### src/rtl/reg_file_rename.sv
// ============================================================================
// Module      : reg_file_rename
// Description : Architectural register file with per-register ROB rename tags.
//               Optional macro REGFILE_COMMIT_BYPASS_EN forwards a same-cycle
//               commit onto the decode read ports.
// Revision    : 1.0 - initial release
// ============================================================================
`default_nettype none

module reg_file_rename #(
   parameter int REG_NUM   = 32,
   parameter int REG_IDX_W = 5,
   parameter int DATA_W    = 32,
   parameter int ROB_TAG_W = 4
) (
   input  logic                 clk,
   input  logic                 rst,
   input  logic                 rdy,
   input  logic [REG_IDX_W-1:0] in_decode_rs1,
   output logic [DATA_W-1:0]    out_decode_value1,
   output logic [ROB_TAG_W-1:0] out_decode_tag1,
   input  logic [REG_IDX_W-1:0] in_decode_rs2,
   output logic [DATA_W-1:0]    out_decode_value2,
   output logic [ROB_TAG_W-1:0] out_decode_tag2,
   input  logic                 in_decode_rename_ce,
   input  logic [REG_IDX_W-1:0] in_decode_rd,
   input  logic [ROB_TAG_W-1:0] in_decode_rob_tag,
   input  logic [REG_IDX_W-1:0] in_rob_commit_index,
   input  logic [ROB_TAG_W-1:0] in_rob_commit_tag,
   input  logic [DATA_W-1:0]    in_rob_commit_value,
   input  logic                 in_misbranch
);

   logic [DATA_W-1:0]    r_value [REG_NUM];
   logic [ROB_TAG_W-1:0] r_tag   [REG_NUM];

   logic w_commit_en;
   logic w_rename_en;

   assign w_commit_en = (in_rob_commit_index != '0);
   assign w_rename_en = in_decode_rename_ce && (in_decode_rd != '0) && !in_misbranch;

   // Later non-blocking writes override earlier ones, giving the tag priority
   // misbranch clear > rename > commit release.
   always_ff @(posedge clk) begin
      if (rst) begin
         for (int i = 0; i < REG_NUM; i++) begin
            r_value[i] <= '0;
            r_tag[i]   <= '0;
         end
      end else if (rdy) begin
         if (w_commit_en) begin
            r_value[in_rob_commit_index] <= in_rob_commit_value;
            if (r_tag[in_rob_commit_index] == in_rob_commit_tag)
               r_tag[in_rob_commit_index] <= '0;
         end
         if (w_rename_en)
            r_tag[in_decode_rd] <= in_decode_rob_tag;
         if (in_misbranch) begin
            for (int i = 0; i < REG_NUM; i++)
               r_tag[i] <= '0;
         end
      end
   end

   function automatic logic [ROB_TAG_W+DATA_W-1:0] f_read(input logic [REG_IDX_W-1:0] rs);
      logic [DATA_W-1:0]    v;
      logic [ROB_TAG_W-1:0] t;
      v = '0;
      t = '0;
      if (rs != '0) begin
         v = r_value[rs];
         t = r_tag[rs];
`ifdef REGFILE_COMMIT_BYPASS_EN
         if (rdy && (rs == in_rob_commit_index)) begin
            v = in_rob_commit_value;
            if (r_tag[rs] == in_rob_commit_tag)
               t = '0;
         end
`endif
      end
      return {t, v};
   endfunction

   assign {out_decode_tag1, out_decode_value1} = f_read(in_decode_rs1);
   assign {out_decode_tag2, out_decode_value2} = f_read(in_decode_rs2);

endmodule

`default_nettype wire

### config.mk
export PLATFORM = sky130hd
export DESIGN_NAME = reg_file_rename
export DESIGN_NICKNAME = d
export VERILOG_FILES = /design/src/rtl/reg_file_rename.sv
export SDC_FILE = /design/constraint.sdc
export NUM_CORES = 2
export LEC_CHECK = 0
export ABC_CLOCK_PERIOD_IN_PS = 5800
export BUFFER_PORTS_ARGS = -buffer_cell sky130_fd_sc_hd__buf_2
export CAP_MARGIN = 20
export CORE_AREA = 2 2 327 329
export CTS_BUF_LIST = sky130_fd_sc_hd__clkbuf_4
export DETAILED_ROUTE_END_ITERATION = 7
export DIE_AREA = 0 0 329 331
export PLACE_DENSITY_LB_ADDON = 0.08
export SYNTH_ARGS = -nofsm -noshare
export SYNTH_HDL_FRONTEND = slang
export SYNTH_SLANG_ARGS = --single-unit
### constraint.sdc
create_clock -name clk -period 5.8 [get_ports clk]
set_clock_uncertainty 0.15 [all_clocks]
set_input_delay 1.16 -clock clk [delete_from_list [all_inputs] [get_ports clk]]
set_output_delay 1.16 -clock clk [all_outputs]
set_load 0.02 [all_outputs]
==> flow_metrics.env <==
export IMPL_rrSetupSlack_ns=2.36
export IMPL_avgSynthCellArea_um2=16.1
export IMPL_wirelength_um=207000
export IMPL_ios=137
export IMPL_rsz0062_at_grt="no"
export IMPL_ctsHoldBuffers=0
export IMPL_clock_latency_ns=1.21
export IMPL_gp_congestion=0.936
export IMPL_holdPathEnd="r_value[0][29]$_SDFFCE_PN0P_"
export IMPL_worst_r2r_path_depth=7
export IMPL_antenna_left=0
export IMPL_power_density_nw_per_um2=284
export IMPL_vdd_drop_max_uv=234
export IMPL_worst_setup_path_type="input port to output pin"
export IMPL_status="finished clean"
export IMPL_cts_buffer_depth=4
export IMPL_antenna_found_initial=18
export IMPL_start_util_pct=59.8
export IMPL_tns_ns=0
export IMPL_postCtsSetupRepairBufs=0
export IMPL_dieArea_um2=109000
export IMPL_finalHoldViolations=0
export IMPL_total_power_mw=19.8
export IMPL_grt_pass1_wl_um=295000
export IMPL_hold_start="rst"
export IMPL_worst_ep_arrival_time_ns=4.04
export IMPL_grt_usage_pct=39.0
export IMPL_num_vias=40755
export IMPL_r2r_start="r_tag[3][1]$_SDFFCE_PN0P_"
export IMPL_rows=119
export IMPL_wl_per_cell_um=35.8
export IMPL_root_buffer="clkbuf_4"
export IMPL_p_leak_nw=24.5
export IMPL_area_delta_synth_final_pct=11.2
export IMPL_die_width_um=329
export IMPL_cts_tree="done"
export IMPL_critPathMaxFanout=67
export IMPL_ys_flop_type="edfxtp_1"
export IMPL_cts_buffers=322
export IMPL_syn_cell_area_um2=62800
export IMPL_dp_hpwl_um=121000
export IMPL_design_core_area_um2=105000
export IMPL_crit_required_ns=4.49
export IMPL_seqPwrFrac_pct=49.9
export IMPL_grt_max_degree=83
export IMPL_final_core_util_pct=66.5
export IMPL_timing_rr_end="r_tag[1][3]$_SDFFCE_PN0P_"
export IMPL_cp_start_kind="input port"
export IMPL_post_cts_resize_count=0
export IMPL_p_int_mw=14.6
export IMPL_slew_viol_final=0
export IMPL_hold_class="input port to flop"
export IMPL_synthCells=3897
export IMPL_clkTransAtPathRegs_ns=0.07
export IMPL_max_slew_worst_pin_slew_ns=1.15
export IMPL_die_h_um=331
export IMPL_h_tree_depth=5
export IMPL_cts_sinks=1152
export IMPL_final_cell_count_no_fill=5768
export IMPL_yosysUniqueCellTypes=49
export IMPL_dr_first_iter_drc_count=6046
export IMPL_yosysWarnings=0
export IMPL_first_global_vias=42170
export IMPL_drive_above_1_share_pct=36.4
export IMPL_cap_violations=0
export IMPL_grt_overflow=0
export IMPL_p_sw_mw=5.22
export IMPL_drc_errors=0
export IMPL_dp_cells=5226
export IMPL_slew_headroom_pct=23.4
export IMPL_first_pass_iters=7
export IMPL_vias_per_cell=7.07
export IMPL_fin_nets=4224
export IMPL_fin_crit_ns=5.35
export IMPL_synth_edff_count=1152
export IMPL_hold_depth=1
export IMPL_critPathCaptureType="output pin"
export IMPL_fmax_mhz=187
export IMPL_synth_seq_cells=1152
export IMPL_setup_viol=0
export IMPL_netSwitchingFraction_pct=26.3
export IMPL_async_flop_share_pct=0
export IMPL_io_buffer_count=136
export IMPL_clkPwrFrac_pct=36.1
export IMPL_p_comb_share_pct=14.1
export IMPL_yosysSeqAreaShare_pct=55.1
export IMPL_finalCritPeriodShare_pct=92.3
-- synth_stat cells (5+ instances only) --
master / n / area share, %
or3_1: 6 / 0.060
and3_1: 6 / 0.060
nand2b_1: 6 / 0.060
edfxtp_1: 1152 / 55
mux2_2: 5 / 0.090
o22ai_1: 10 / 0.10
nand3_1: 35 / 0.28
mux2i_1: 97 / 1.5
nor2b_1: 7 / 0.070
or2_2: 31 / 0.31
o21ai_1: 30 / 0.24
buf_1: 63 / 0.38
buf_2: 16 / 0.13
nand3b_1: 10 / 0.12
nand2_1: 12 / 0.072
nor3_1: 12 / 0.096
mux4_1: 13 / 0.54
nor2_1: 170 / 1.0
and2_1: 1118 / 11
clkbuf_1: 327 / 2.0
mux4_2: 724 / 26
-- sequential cells by signal, summed over array words and instances (netlist names) --
register / count
r_value: 1024
r_tag: 128
-- final cells by class --
| type | instances | area [um^2] |
|---|---|---|
| clock inverters | 71 | 380 |
| repair buffers | 317 | 2740 |
| diodes | 16 | 40.0 |
| well taps | 1391 | 1740 |
| clock buffers | 455 | 3420 |
| inverters | 2 | 7.51 |
| multi-input cells | 2364 | 26900 |
| fillers | 7296 | 35200 |
| flip-flops and latches | 1152 | 34600 |
-- power groups by stage --
stage | Combinational [mW] | Sequential [mW] | Clock (mW)
after floorplan | 1.78 | 9.94 | 0
after global placement | 2.71 | 10.0 | 0
after detailed placement | 2.74 | 10.1 | 0
after CTS | 2.75 | 9.88 | 7.23
after global routing | 2.87 | 9.93 | 7.70
final | 2.79 | 9.89 | 7.16
-- layout by cell type (no fill, tap or decap), types with 30 or more instances in the layout --
cell type,synthesis,final
o21ai_1,30,30
buf_12,3,51
or2_2,31,31
and2_1,1118,1118
edfxtp_1,1152,1152
clkbuf_4,0,455
buf_4,0,135
nand3_1,35,35
mux2i_1,97,97
clkinv_1,0,55
conb_1,1,36
mux4_2,724,724
buf_2,16,125
nor2_1,170,141
-- critical path, stage by stage --
cell,delay [ns]
buf_8,0.68
buf_12,0.33
mux4_2,0.55
mux4_2,0.50
mux2i_1,0.30
nor2_1,0.17
buf_2,0.19
-- per-layer routing --
layer  vias to the layer above  global-route usage (%)  wire length (um)
met5                         -                       0                27
met4                         4                    22.1             12700
met3                       758                    12.6             29400
met2                      3461                    59.2             95600
met1                     20716                    50.3             69000
li1                      15816                       -                 -
-- cells by family (layout without fill, tap and decap cells) --
logic type	count (synthesis)	count (layout)	share of synthesized area, %
AO/OA/AOI/OAI	62	62	0.606
multiplexers	839	839	28.2
AND/OR/NAND/NOR	1423	1423	13.4
other	1	52	0.00597
flip-flops	1152	1152	55.1
XOR/XNOR	4	4	0.0678
buffers and inverters	416	845	2.66
-- per-stage QoR --
stage | hold WS, ns | cell area [um^2] | worst slack (ns)
floorplan | 1.06 | 62900 | 1.07
global placement | 1.39 | 66000 | 0.470
detailed placement | 1.42 | 66000 | 0.439
CTS | 0.202 | 69800 | 0.433
global route | 0.241 | 69800 | 0.341
finish | 0.306 | 69800 | 0.447
-- how the worst max path moves through the flow --
stage / start / cells after the start / endpoint
2_1_floorplan: in_decode_rs1[0] / 7 / out_decode_value1[12]
3_3_place_gp: in_decode_rs2[0] / 7 / out_decode_value2[15]
3_5_place_dp: in_decode_rs2[0] / 7 / out_decode_value2[15]
4_1_cts: in_decode_rs2[0] / 7 / out_decode_value2[15]
5_1_grt: in_decode_rs2[0] / 7 / out_decode_value2[15]
6_report: in_decode_rs2[0] / 7 / out_decode_value2[15]
Power figures use the tool's default switching activity.
